===== src/rtl/yags_dir_cache_pkg.sv =====
// Shared types for the YAGS tagged direction cache: counter encoding, entry layout and training helper.
package yags_dir_cache_pkg;

  localparam int unsigned TAG_BITS_DEF = 4;
  localparam int unsigned WAYS_DEF     = 2;
  localparam int unsigned AGE_BITS_DEF = (WAYS_DEF > 1) ? $clog2(WAYS_DEF) : 1;

  typedef enum logic [1:0] {
    strongly_not_taken = 2'd0,
    weakly_not_taken   = 2'd1,
    weakly_taken       = 2'd2,
    strongly_taken     = 2'd3
  } counter_states;

  typedef struct packed {
    logic                    valid;
    logic [TAG_BITS_DEF-1:0] tag;
    counter_states           ctr;
    logic [AGE_BITS_DEF-1:0] age;
  } yags_entry_t;

  // Saturating step of a 2-bit counter toward the resolved outcome.
  function automatic counter_states ctr_train(input counter_states c, input logic taken);
    counter_states r;
    r = c;
    if (taken && (c != strongly_taken)) begin
      r = counter_states'(2'(c + 2'd1));
    end else if (!taken && (c != strongly_not_taken)) begin
      r = counter_states'(2'(c - 2'd1));
    end
    return r;
  endfunction

endpackage


===== src/rtl/yags_lru_rank.sv =====
// True-LRU age ranking for one set: MRU promotion of an accessed way and victim selection.
module yags_lru_rank #(
  parameter int unsigned WAYS = 2,
  parameter int unsigned AW   = 1
) (
  input  logic [WAYS-1:0]         valid_i,
  input  logic [WAYS-1:0][AW-1:0] ages_i,
  input  logic [AW-1:0]           acc_way_i,
  output logic [WAYS-1:0][AW-1:0] ages_o,
  output logic [AW-1:0]           victim_o
);

  logic found_c;

  // Accessed way goes to age 0; ways younger than it age by one.
  always_comb begin
    ages_o = ages_i;
    for (int w = 0; w < int'(WAYS); w++) begin
      if (AW'(w) == acc_way_i) begin
        ages_o[w] = '0;
      end else if (ages_i[w] < ages_i[acc_way_i]) begin
        ages_o[w] = ages_i[w] + AW'(1);
      end
    end
  end

  // Lowest invalid way first, otherwise the oldest way.
  always_comb begin
    victim_o = '0;
    found_c  = 1'b0;
    for (int w = 0; w < int'(WAYS); w++) begin
      if (!found_c && !valid_i[w]) begin
        victim_o = AW'(w);
        found_c  = 1'b1;
      end
    end
    if (!found_c) begin
      for (int w = 0; w < int'(WAYS); w++) begin
        if (ages_i[w] == AW'(WAYS - 1)) begin
          victim_o = AW'(w);
        end
      end
    end
  end

endmodule


===== src/rtl/yags_dir_cache.sv =====
// N-way tagged YAGS direction cache with registered lookup and single-cycle training update.
// Optional statistics counters are compiled in when YAGS_DIR_STATS_EN is defined.
module yags_dir_cache
  import yags_dir_cache_pkg::*;
#(
  parameter int unsigned WAYS     = 2,
  parameter int unsigned SETS     = 32,
  parameter int unsigned TAG_BITS = 4,
  parameter int unsigned PC_SIZE  = 10,
  parameter int unsigned GHR_SIZE = 10
) (
  input  logic                                        clk,
  input  logic                                        reset,
  input  logic                                        flush,
  input  logic                                        rd_valid,
  input  logic [PC_SIZE-1:0]                          rd_pc,
  input  logic [GHR_SIZE-1:0]                         rd_ghr,
  output logic                                        rd_resp_valid,
  output logic                                        rd_hit,
  output logic                                        rd_taken,
  output logic [((WAYS > 1) ? $clog2(WAYS) : 1)-1:0]  rd_way,
  input  logic                                        upd_valid,
  input  logic [PC_SIZE-1:0]                          upd_pc,
  input  logic [GHR_SIZE-1:0]                         upd_ghr,
  input  logic                                        upd_taken,
  input  logic                                        upd_choice_taken,
  output logic [31:0]                                 stat_lookups,
  output logic [31:0]                                 stat_hits,
  output logic [31:0]                                 stat_allocs
);

  localparam int unsigned IDX = $clog2(SETS);
  localparam int unsigned AW  = (WAYS > 1) ? $clog2(WAYS) : 1;

  function automatic logic [IDX-1:0] set_of(input logic [PC_SIZE-1:0] pc,
                                            input logic [GHR_SIZE-1:0] ghr);
    return pc[IDX+1:2] ^ ghr[IDX-1:0];
  endfunction

  function automatic logic [TAG_BITS-1:0] tag_of(input logic [PC_SIZE-1:0] pc);
    return pc[TAG_BITS+1:2];
  endfunction

  function automatic logic [WAYS-1:0][AW-1:0] age_init();
    logic [WAYS-1:0][AW-1:0] r;
    for (int w = 0; w < int'(WAYS); w++) begin
      r[w] = AW'(w);
    end
    return r;
  endfunction

  logic [WAYS-1:0]          valid_q [SETS];
  logic [WAYS-1:0]          valid_d [SETS];
  logic [TAG_BITS-1:0]      tag_q   [SETS][WAYS];
  logic [TAG_BITS-1:0]      tag_d   [SETS][WAYS];
  counter_states            ctr_q   [SETS][WAYS];
  counter_states            ctr_d   [SETS][WAYS];
  logic [WAYS-1:0][AW-1:0]  age_q   [SETS];
  logic [WAYS-1:0][AW-1:0]  age_d   [SETS];

  logic          rd_resp_valid_q, rd_resp_valid_d;
  logic          rd_hit_q, rd_hit_d;
  logic          rd_taken_q, rd_taken_d;
  logic [AW-1:0] rd_way_q, rd_way_d;

  logic [IDX-1:0]          rd_set_c, upd_set_c;
  logic [TAG_BITS-1:0]     rd_tag_c, upd_tag_c;
  logic                    rd_hit_c, upd_hit_c, rd_taken_c, alloc_c;
  logic [AW-1:0]           rd_way_c, upd_way_c, victim_c, acc_way_c;
  logic [WAYS-1:0][AW-1:0] upd_ages_c;

  // Tag match on the lookup port; descending scan so the lowest way wins.
  always_comb begin
    rd_set_c = set_of(rd_pc, rd_ghr);
    rd_tag_c = tag_of(rd_pc);
    rd_hit_c = 1'b0;
    rd_way_c = '0;
    for (int w = int'(WAYS) - 1; w >= 0; w--) begin
      if (valid_q[rd_set_c][w] && (tag_q[rd_set_c][w] == rd_tag_c)) begin
        rd_hit_c = 1'b1;
        rd_way_c = AW'(w);
      end
    end
    rd_taken_c = rd_hit_c & ctr_q[rd_set_c][rd_way_c][1];
  end

  always_comb begin
    upd_set_c = set_of(upd_pc, upd_ghr);
    upd_tag_c = tag_of(upd_pc);
    upd_hit_c = 1'b0;
    upd_way_c = '0;
    for (int w = int'(WAYS) - 1; w >= 0; w--) begin
      if (valid_q[upd_set_c][w] && (tag_q[upd_set_c][w] == upd_tag_c)) begin
        upd_hit_c = 1'b1;
        upd_way_c = AW'(w);
      end
    end
  end

  assign acc_way_c = upd_hit_c ? upd_way_c : victim_c;

  yags_lru_rank #(
    .WAYS (WAYS),
    .AW   (AW)
  ) u_lru (
    .valid_i   (valid_q[upd_set_c]),
    .ages_i    (age_q[upd_set_c]),
    .acc_way_i (acc_way_c),
    .ages_o    (upd_ages_c),
    .victim_o  (victim_c)
  );

  // Flush wins over a same-cycle training request.
  always_comb begin
    valid_d = valid_q;
    tag_d   = tag_q;
    ctr_d   = ctr_q;
    age_d   = age_q;
    alloc_c = 1'b0;
    if (flush) begin
      for (int s = 0; s < int'(SETS); s++) begin
        valid_d[s] = '0;
        age_d[s]   = age_init();
      end
    end else if (upd_valid) begin
      if (upd_hit_c) begin
        ctr_d[upd_set_c][upd_way_c] = ctr_train(ctr_q[upd_set_c][upd_way_c], upd_taken);
        age_d[upd_set_c]            = upd_ages_c;
      end else if (upd_taken != upd_choice_taken) begin
        alloc_c                               = 1'b1;
        valid_d[upd_set_c][victim_c]          = 1'b1;
        tag_d[upd_set_c][victim_c]            = upd_tag_c;
        ctr_d[upd_set_c][victim_c]            = upd_taken ? weakly_taken : weakly_not_taken;
        age_d[upd_set_c]                      = upd_ages_c;
      end
    end
  end

  always_comb begin
    rd_resp_valid_d = rd_valid;
    rd_hit_d        = rd_hit_q;
    rd_taken_d      = rd_taken_q;
    rd_way_d        = rd_way_q;
    if (rd_valid) begin
      rd_hit_d   = rd_hit_c & ~flush;
      rd_taken_d = rd_taken_c & ~flush;
      rd_way_d   = flush ? '0 : rd_way_c;
    end
  end

  always_ff @(posedge clk or posedge reset) begin
    if (reset) begin
      for (int s = 0; s < int'(SETS); s++) begin
        valid_q[s] <= '0;
        age_q[s]   <= age_init();
        for (int w = 0; w < int'(WAYS); w++) begin
          tag_q[s][w] <= '0;
          ctr_q[s][w] <= strongly_not_taken;
        end
      end
      rd_resp_valid_q <= 1'b0;
      rd_hit_q        <= 1'b0;
      rd_taken_q      <= 1'b0;
      rd_way_q        <= '0;
    end else begin
      valid_q         <= valid_d;
      tag_q           <= tag_d;
      ctr_q           <= ctr_d;
      age_q           <= age_d;
      rd_resp_valid_q <= rd_resp_valid_d;
      rd_hit_q        <= rd_hit_d;
      rd_taken_q      <= rd_taken_d;
      rd_way_q        <= rd_way_d;
    end
  end

  assign rd_resp_valid = rd_resp_valid_q;
  assign rd_hit        = rd_hit_q;
  assign rd_taken      = rd_taken_q;
  assign rd_way        = rd_way_q;

`ifdef YAGS_DIR_STATS_EN
  logic [31:0] lookups_q, lookups_d;
  logic [31:0] hits_q, hits_d;
  logic [31:0] allocs_q, allocs_d;

  // Saturating event counters; flush leaves them alone.
  always_comb begin
    lookups_d = lookups_q;
    hits_d    = hits_q;
    allocs_d  = allocs_q;
    if (rd_valid && (lookups_q != 32'hFFFF_FFFF)) lookups_d = lookups_q + 32'd1;
    if (rd_valid && rd_hit_d && (hits_q != 32'hFFFF_FFFF)) hits_d = hits_q + 32'd1;
    if (alloc_c && (allocs_q != 32'hFFFF_FFFF)) allocs_d = allocs_q + 32'd1;
  end

  always_ff @(posedge clk or posedge reset) begin
    if (reset) begin
      lookups_q <= '0;
      hits_q    <= '0;
      allocs_q  <= '0;
    end else begin
      lookups_q <= lookups_d;
      hits_q    <= hits_d;
      allocs_q  <= allocs_d;
    end
  end

  assign stat_lookups = lookups_q;
  assign stat_hits    = hits_q;
  assign stat_allocs  = allocs_q;
`else
  assign stat_lookups = 32'd0;
  assign stat_hits    = 32'd0;
  assign stat_allocs  = 32'd0;
`endif

  logic unused_ok;
  assign unused_ok = ^{rd_pc, rd_ghr, upd_pc, upd_ghr, alloc_c};

endmodule


===== config.mk =====
export PLATFORM = sky130hd
export DESIGN_NAME = yags_dir_cache
export DESIGN_NICKNAME = d
export VERILOG_FILES = /design/src/rtl/yags_dir_cache_pkg.sv /design/src/rtl/yags_lru_rank.sv /design/src/rtl/yags_dir_cache.sv
export SDC_FILE = /design/constraint.sdc
export NUM_CORES = 2
export LEC_CHECK = 0
export ABC_AREA = 1
export CAP_MARGIN = 25
export CELL_PAD_IN_SITES_DETAIL_PLACEMENT = 2
export CELL_PAD_IN_SITES_GLOBAL_PLACEMENT = 2
export CORE_MARGIN = 3
export CORE_UTILIZATION = 31
export DETAILED_ROUTE_END_ITERATION = 7
export PLACE_DENSITY_LB_ADDON = 0.1
export SYNTH_ARGS = -nofsm -noshare
export SYNTH_HDL_FRONTEND = slang
export SYNTH_SLANG_ARGS = --single-unit

===== constraint.sdc =====
create_clock -name clk -period 15 [get_ports clk]
set_input_delay 1.5 -clock clk [delete_from_list [all_inputs] [get_ports clk]]
set_output_delay 1.5 -clock clk [all_outputs]
set_load 0.005 [all_outputs]

==> flow_summary.yaml <==
final_layout:
  area_growth_pct: 11.5
  fin_nets: 4618
  final-instance-count-excl-fill: 5982
  final_util: 0.351
  drive_gt1_frac: 0.0579
  diodes: 0
timing:
  worst_slew_margin_rel: 0.238
  rsz0062_at_grt: "false"
  timing.setup.tns_ps: 0
  fin_crit_ps: 9630
  max_freq_mhz: 104
  tightestPinTransition_ps: 1140
  finClkSkew_ps: 22.2
  finalHoldViolCount: 0
  finalCritPeriodShare: 0.642
  drv_slew: 0
  setup_slack_ps: 5370
  finalSetupViolations: 0
power_and_ir_drop:
  p_seq_frac: 0.366
  power_switching_mw: 1.62
  internal_power_mw: 2.87
  power_frac_comb: 0.237
  ir_drop_mv: 0.0661
  p_clk_frac: 0.397
  powerDensity_nw_per_um2: 127
  p_leak_nw: 15.8
  swShare: 0.360
setup_path:
  r2r_cells: 23
  cp-end-kind: "flop"
  crit_type: "input pin to flop"
  cp-start-kind: "input pin"
  cp_max_fo: 80
  crit_required_ps: 15540
  arrival_ps: 10160
clock_network:
  cts_hold_buf: 0
  cts_resized: 0
  clkTransAtPathRegs_ps: 50
  cts-buffers-inserted: 72
  ctsRootBufferMaster: "clkbuf_16"
  cts_tree: "built"
  clkLatencyLatePin_ps: 640
  clock_path_buffers: 3
  post_cts_buffers: 0
  cts.sinks: 516
  htree_levels: 3
place:
  portBuffers: 30
  place_inst: 5852
  dp_slack_ps: 4710
  place_hpwl_mm: 93.4
  place_congestion: 0.797
global_routing:
  antenna_found_initial: 0
  track_usage: 0.281
  grt_pass1_vias: 35100
  grt_overflow: 0
  grt_pass1_wl_mm: 228
  grt_max_degree: 155
run:
  maxCapViolations: 0
yosys:
  synth-async-reset-ratio: 1.00
  synth_seq_cells: 516
  synth-edff-count: 0
  yosysTopAreaCell: "dfrtp_1"
  synth_top_flop_cell: "dfrtp_1"
  syn_inst: 4690
  yosys.area.top_type_share: 0.383
  ys_top_cells_by_area: "dfrtp_1 (38%), nand2_1 (14%), o21ai_0 (9.1%), nor2_1 (7.9%), nand3_1 (6.4%)"
  syn-cell-area_um2: 31600
  synth.most_common_cell: "nand2_1"
  yosysUniqueCellTypes: 40
  synthTopCellsByCount: "nand2_1 (1179), nor2_1 (663), o21ai_0 (578), dfrtp_1 (484), nand3_1 (403)"
  yosysSeqAreaShare: 0.410
  ys_warn_count: 0
  syn_avg_cell_area_um2: 6.74
route:
  firstDrtPassIters: 6
  routed_wl_mm: 151
  dr_wl_met2_mm: 70.7
  met1Wirelength_mm: 69.6
  ant_nets: 0
  num_vias: 32800
  drc_errors: 0
  post_drt_wl_per_cell_um: 25.2
  via_per_inst: 5.49
  wl_met3_mm: 5.76
  drtIter0Drc: 2233
  highest_layer: "met4"
die:
  fp.coreArea_um2: 101000
  rows: 116
  fp.dieH_um: 325
  die_w_um: 325
  initial_core_util: 0.314
  io_pins: 147
  dieArea_um2: 106000
worst_hold_path:
  hold_class: "flop to flop"
  hold_depth: 2
status:
  status: "complete, no violations"
==> registers in the layout, summed over array words and instances (netlist names) <==
name / count
ctr_q: 128
tag_q: 256
rd_hit: 1
rd_resp_valid: 1
rd_taken: 1
valid_q: 64
age_q: 64
rd_way: 1
==> power by group through the flow <==
stage                     combinational, mW  clock [mW]  sequential, mW
after global placement                 1.04           0            1.66
final                                  1.06        1.78            1.64
after detailed placement               1.06           0            1.67
after global routing                   1.17        1.88            1.66
after floorplan                       0.657           0            1.63
after CTS                              1.07        1.83            1.64
==> critical path, cell delays in order <==
cell and delay, ps:
clkdlybuf4s50_1 600, inv_2 110, buf_4 630, nand2_1 470, nand2_4 190, buf_4 770, buf_4 840, o21ai_0 170
nand2_1 90, nand3_1 100, nand3_1 150, nand3_1 180, nand2_1 110, nand2_1 50, nand2_1 110, nor2_1 50
nand3_2 60, buf_4 610, nand2_1 870, nand2_1 300, nand2_1 70, inv_1 110, ha_1 200, nand2_1 80
nand2_2 630, buf_4 610, nand2_1 130, a21oi_1 170
==> kinds of logic (layout without fill, tap and decap cells) <==
logic type / count (synthesis) / in the layout / share of synthesized area
AOI/OAI and AO/OA: 942 / 942 / 0.163
buffers and inverters: 779 / 619 / 0.106
other: 1 / 96 / 0.000119
DFF: 516 / 516 / 0.410
and+or+nand+nor: 2431 / 2431 / 0.315
xor gates and xnor gates: 13 / 13 / 0.00384
muxes: 7 / 7 / 0.00222
adders and majority gates: 1 / 1 / 0.000396
==> per-stage QoR <==
step                      total power, mW  instance area (um^2)  hold WS (ps)
after floorplan                      2.29                 32000           449
after global placement               2.70                 32800           466
after detailed placement             2.73                 32800           476
after CTS                            4.54                 35200           490
after global routing                 4.71                 35300           520
final                                4.49                 35300           485
==> final cells by class <==
type,instances,area [um^2]
fillers,12100,65300
clock buffers,116,2290
clock inverters,13,126
inverters,387,1460
multi-input cells,3490,15800
flip-flops and latches,516,13000
well taps,1357,1700
repair buffers,103,893
==> final timing paths <==
| kind | from | to | slack, ps |
|---|---|---|---|
| worst max-delay path | upd_pc[2] | ctr_q[47] | 5370 |
| worst min-delay path | tag_q[126] | tag_q[126] | 480 |
| worst max register to register | tag_q[215] | ctr_q[47] | 9510 |
| worst min register to register | tag_q[126] | tag_q[126] | 480 |
| max in group asynchronous | reset | tag_q[214] | 10690 |
| min in group asynchronous | reset | ctr_q[60] | 1370 |
==> per-layer routing <==
| metal | global-route usage | vias up |
|---|---|---|
| met1 | 0.382 | 17000 |
| met2 | 0.473 | 676 |
| li1 | - | 14900 |
| met4 | 0.0845 | 0 |
| met5 | 0 | - |
| met3 | 0.0291 | 220 |
==> cells in the final DEF (no fill, tap or decap), types with 32 or more instances in the layout <==
cell type	count
conb_1	96
nor3_1	130
o21ai_0	578
dfrtp_1	484
inv_1	369
nand4_1	34
nand2_1	1168
a21oi_1	170
dfstp_2	32
o22ai_1	86
nand3_1	402
buf_4	70
clkbuf_16	77
nor2_1	660
Power figures use the tool's default switching activity.
